### config.mk
export PLATFORM = sky130hd
export DESIGN_NAME = reg_write_arbiter
export DESIGN_NICKNAME = d
export VERILOG_FILES = /design/src/rtl/reg_write_arbiter.sv
export SDC_FILE = /design/constraint.sdc
export NUM_CORES = 1
export LEC_CHECK = 0
export ABC_CLOCK_PERIOD_IN_PS = 2120
export CORE_AREA = 10 10 149 151
export CTS_CLUSTER_DIAMETER = 60
export DETAILED_ROUTE_END_ITERATION = 6
export DIE_AREA = 0 0 159 161
export GPL_TIMING_DRIVEN = 0
export PLACE_DENSITY = 0.72
export SYNTH_ARGS = -nofsm -noshare
export SYNTH_HDL_FRONTEND = slang
export SYNTH_SLANG_ARGS = --single-unit
### constraint.sdc
create_clock -name clock -period 2.12 [get_ports clock]
set_input_delay 0.212 -clock clock [delete_from_list [all_inputs] [get_ports clock]]
set_output_delay 0.212 -clock clock [all_outputs]
set_load 0.03 [all_outputs]
### src/rtl/reg_write_arbiter.sv
// reg_write_arbiter: round-robin owner of a register bank write port
// for two requesters, with a registered read-back path.
module reg_write_arbiter #(
  parameter int NUM_REGS = 8,
  parameter int ADDR_W   = 3
) (
  input  logic                   clock,
  input  logic                   reset,
  input  logic                   req_a,
  input  logic [ADDR_W-1:0]      addr_a,
  input  logic [31:0]            data_a,
  output logic                   ack_a,
  output logic                   err_a,
  input  logic                   req_b,
  input  logic [ADDR_W-1:0]      addr_b,
  input  logic [31:0]            data_b,
  output logic                   ack_b,
  output logic                   err_b,
  output logic [NUM_REGS-1:0]    reg_write,
  output logic [31:0]            reg_d,
  input  logic [32*NUM_REGS-1:0] reg_q,
  input  logic [ADDR_W-1:0]      rd_addr,
  output logic [31:0]            rd_data
);

  typedef enum logic [1:0] {
    IDLE,
    WRITE,
    RESP
  } state_t;

  localparam logic [ADDR_W:0] NR =
    (ADDR_W+1)'(NUM_REGS);

  state_t              state;
  logic                owner;
  logic                last_grant;
  logic                lat_err;

  logic                pick_b;
  logic [ADDR_W-1:0]   sel_addr;
  logic [31:0]         sel_data;
  logic                sel_ok;
  logic [NUM_REGS-1:0] sel_hot;
  logic [31:0]         rd_mux;

  // choose the winner; last_grant=1 means B went last
  always_comb begin
    pick_b   = req_b & (~req_a | ~last_grant);
    sel_addr = pick_b ? addr_b : addr_a;
    sel_data = pick_b ? data_b : data_a;
    sel_ok   = {1'b0, sel_addr} < NR;
    sel_hot  = '0;
    for (int i = 0; i < NUM_REGS; i++) begin
      if (sel_addr == ADDR_W'(i)) begin
        sel_hot[i] = 1'b1;
      end
    end
  end

  // grant, strobe and respond with registered outputs
  always_ff @(posedge clock) begin
    if (reset) begin
      state      <= IDLE;
      owner      <= 1'b0;
      last_grant <= 1'b1;
      lat_err    <= 1'b0;
      reg_write  <= '0;
      reg_d      <= '0;
      ack_a      <= 1'b0;
      err_a      <= 1'b0;
      ack_b      <= 1'b0;
      err_b      <= 1'b0;
    end else begin
      unique case (state)
        IDLE: begin
          if (req_a | req_b) begin
            owner      <= pick_b;
            last_grant <= pick_b;
            lat_err    <= ~sel_ok;
            reg_write  <= sel_hot;
            reg_d      <= sel_data;
            state      <= WRITE;
          end
        end
        WRITE: begin
          reg_write <= '0;
          ack_a     <= ~owner & ~lat_err;
          err_a     <= ~owner &  lat_err;
          ack_b     <=  owner & ~lat_err;
          err_b     <=  owner &  lat_err;
          state     <= RESP;
        end
        RESP: begin
          ack_a <= 1'b0;
          err_a <= 1'b0;
          ack_b <= 1'b0;
          err_b <= 1'b0;
          state <= IDLE;
        end
        default: state <= IDLE;
      endcase
    end
  end

  // select the read-back slice; unmapped addresses read zero
  always_comb begin
    rd_mux = '0;
    for (int i = 0; i < NUM_REGS; i++) begin
      if (rd_addr == ADDR_W'(i)) begin
        rd_mux = reg_q[32*i +: 32];
      end
    end
  end

  // register the read-back data every cycle
  always_ff @(posedge clock) begin
    if (reset) begin
      rd_data <= '0;
    end else begin
      rd_data <= rd_mux;
    end
  end

endmodule

==> key figures <==
Status
  – Status: finished, final reports clean

Worst setup path
  – Setup crit start: rd_addr[2]
  – Crit Path Class: input pin to flip-flop
  – CP Capture Type: flip-flop
  – Reg2reg setup slack: around 0.23 ns
  – CP max stage delay: between 0.7 and 0.8 ns
  – Critical Path Source Type: input pin
  – Top cell by count, worst path: clkbuf_1
  – FF-to-FF Start: state[0]
  – Worst Path Arrival: 2.07 ns
  – Critical path, cell by cell: clkdlybuf4s50_1 -> clkbuf_1 -> clkbuf_1 -> a2111oi_2
  – CP max FO: 10
  – Worst EP required: about 2.3 ns
  – Slowest CP cell: clkbuf_1

Placed design
  – DP HPWL: ~26 mm
  – # port buffers: between 400 and 500
  – Final Wtd Congestion: 0.935
  – Placed insts: approximately 1300
  – Place WS: -0.326 ns

Cells and area
  – Cell Count, Final, Fillers Out: ~1300
  – # fillers: ~1800
  – Share of cells above drive strength 1: around 11%
  – Multi-input logic area: about 0.0034 mm2
  – Commonest cells after routing, fill and taps aside: clkdlybuf4s50_1, dfxtp_1, nor2_1
  – Commonest non-fill, non-tap cell in the layout: clkdlybuf4s50_1
  – Nets: 1365
  – Area grow syn2layout: 84.9%
  – Register area: 0.00156 mm2
  – Layout Utilization: 53.2%

Yosys
  – Syn_area_per_cell: between 9 and 10 um2
  – Number of synthesized register bits: 78
  – Post-Synthesis Cells: approximately 610
  – Sequential-to-total area share from yosys stat: ~28%
  – EDFF count, synth: 0
  – Synth Flop Type: dfxtp_1
  – Async S/R FF share, synth: 0%
  – Cell Area, Synth: about 0.0055 mm2
  – Unique masters post-synth: 46
  – Yosys warnings: 0

Detailed routing
  – Final WL: between 30 and 40 mm
  – Vias per cell: roughly 5
  – Wire length per cell: around 24 um
  – Vias: 6522
  – Antenna Violating Nets Remaining: 0
  – Drt initial violations: slightly above 400
  – Residual DRC count: 0
  – DRT Pass-1 Iters: 5

Global routing
  – Total GRT Usage: roughly 23%
  – Number of global-route vias before repair: approximately 6800
  – First-pass GRT wire length: roughly 45 mm
  – Initial antenna violation count: 7
  – Largest net degree at the start of global routing: 14
  – Gr ovfl total: 0

Timing
  – Unrepaired setup endpoints after global routing: yes
  – Clock skew: 0.00416 ns
  – Minimum clock period after layout: ~1.9 ns
  – Maximum clock rate: between 500 and 600 MHz
  – Slew @ Worst Pin: about 0.89 ns
  – Setup ws final: roughly 0.21 ns
  – Final Hold Vio Count: 0
  – Hold slack: 0.480 ns
  – Worst slew margin: between 40% and 50%
  – Fin crit share: between 80 and 90%
  – Final slew viol count: 0
  – Final setup vio count: 0

Clock network
  – PostCTS Resize Cnt: 0
  – CTS tree: done
  – # clock sinks: a little under 80
  – CTS clk-pin slew, worst paths: approximately 0.060 ns
  – Post-CTS Setup Bufs: 0
  – Num CTS Buffers: 9
  – Root buf cell: clkbuf_16
  – # hold bufs at CTS: 0
  – Clk_lat worst skew: roughly 0.34 ns
  – Maximum buffer depth of the clock tree: 2
  – H-tree levels: 3

Pwr
  – LEAKAGE: 3.85 nW
  – P per Cell Area: around 540 mW/mm2
  – Worst ir drop on vdd: between 0.0003 and 0.0004 V
  – Design Power: roughly 0.0055 W

Min path
  – Hold Path Origin: reg_write[6]
  – HP Class: flip-flop to flip-flop

Floorplan
  – IO Pins: approximately 410
  – Die height: roughly 160 um
  – Number of core rows: 51
  – Die Area: between 0.02 and 0.03 mm2
  – Initial core utilization: around 29%
  – Die W: ~160 um
  – Total core area: between 0.015 and 0.02 mm2

Job
  – Max cap viols: 0
[critical path, delay by kind of cell]
kind,cells,cell delay (ns)
buf+inv,3,1.65
compound gates,1,0.21
[worst paths after layout]
path / to / depth (start not counted)
worst max-delay path: rd_data[8] / 4
worst max register to register: reg_d[13] / 7
worst min-delay path: reg_write[6] / 1
worst min register to register: reg_write[6] / 1
[flip-flops by register name, indices dropped and copies added (netlist names)]
register and cells:
owner 1, rd_data 32, state 2, reg_d 32, reg_write 8, ack_b 1, last_grant 1, ack_a 1
[cells by family (layout without fill, tap and decap cells)]
kind of cell	count (synthesis)	in the layout	share of synthesized area, %
and+or+nand+nor	131	131	11.6
other	1	9	0.0678
DFF	78	78	28.2
adders and majority gates	3	3	0.679
muxes	102	102	19.6
AOI/OAI and AO/OA	210	210	30.3
buffers and inverters	87	507	9.50
[layer usage]
layer	GRT usage [%]	vias up	routed length (um)
li1	-	3152	-
met1	27.6	3055	12900
met2	38.4	277	15100
met3	5.95	38	2000
met4	8.00	0	774
met5	0	-	0
[power by group]
| group | internal [W] | total [W] | switching, W |
|---|---|---|---|
| registers | 0.00162 | 0.00169 | 0.0000707 |
| clock network | 0.000906 | 0.00157 | 0.000660 |
| logic | 0.00120 | 0.00226 | 0.00106 |
| total | 0.00372 | 0.00551 | 0.00179 |
[Yosys cell counts, types with 6 or more instances]
master     instances  area share, %
a2111oi_2         23            6.2
a211oi_1          55            7.5
a21oi_1           35            3.2
a22o_1             6           0.95
buf_2             14            1.3
buf_4              9            1.2
buf_6             13            2.6
clkbuf_1          23            1.6
dfxtp_1           78             28
inv_1             23            1.6
mux2_2            30            6.1
mux2i_1           70             13
nand2_1           11           0.75
nand2b_1          10            1.1
nor2_1            71            4.8
nor2b_1           24            2.7
o21a_1             7           0.95
o22a_1            23            3.6
o22ai_1           30            3.4
o311ai_0           6           0.95
o31ai_1            6           0.81
or3b_1             7            1.1
[area by class of cell]
cell class,count,share of cell area (%)
Buffer,64,4.31
Antenna cell,7,0.171
Timing Repair Buffer,405,39.6
Inverter,23,0.844
Multi-Input combinational cell,448,33.7
Sequential cell,78,15.3
Clock buffer,9,2.20
Tap cell,265,3.24
Clock inverter,6,0.612
[per-stage QoR]
| step | instance area (um2) | TNS [ns] |
|---|---|---|
| 2_1_floorplan | 5540 | 0 |
| 3_3_place_gp | 9920 | -6.40 |
| 3_5_place_dp | 9920 | -7.16 |
| 4_1_cts | 10200 | 0 |
| 5_1_grt | 10200 | -0.000935 |
| 6_report | 10200 | 0 |
Power figures use the tool's default switching activity.
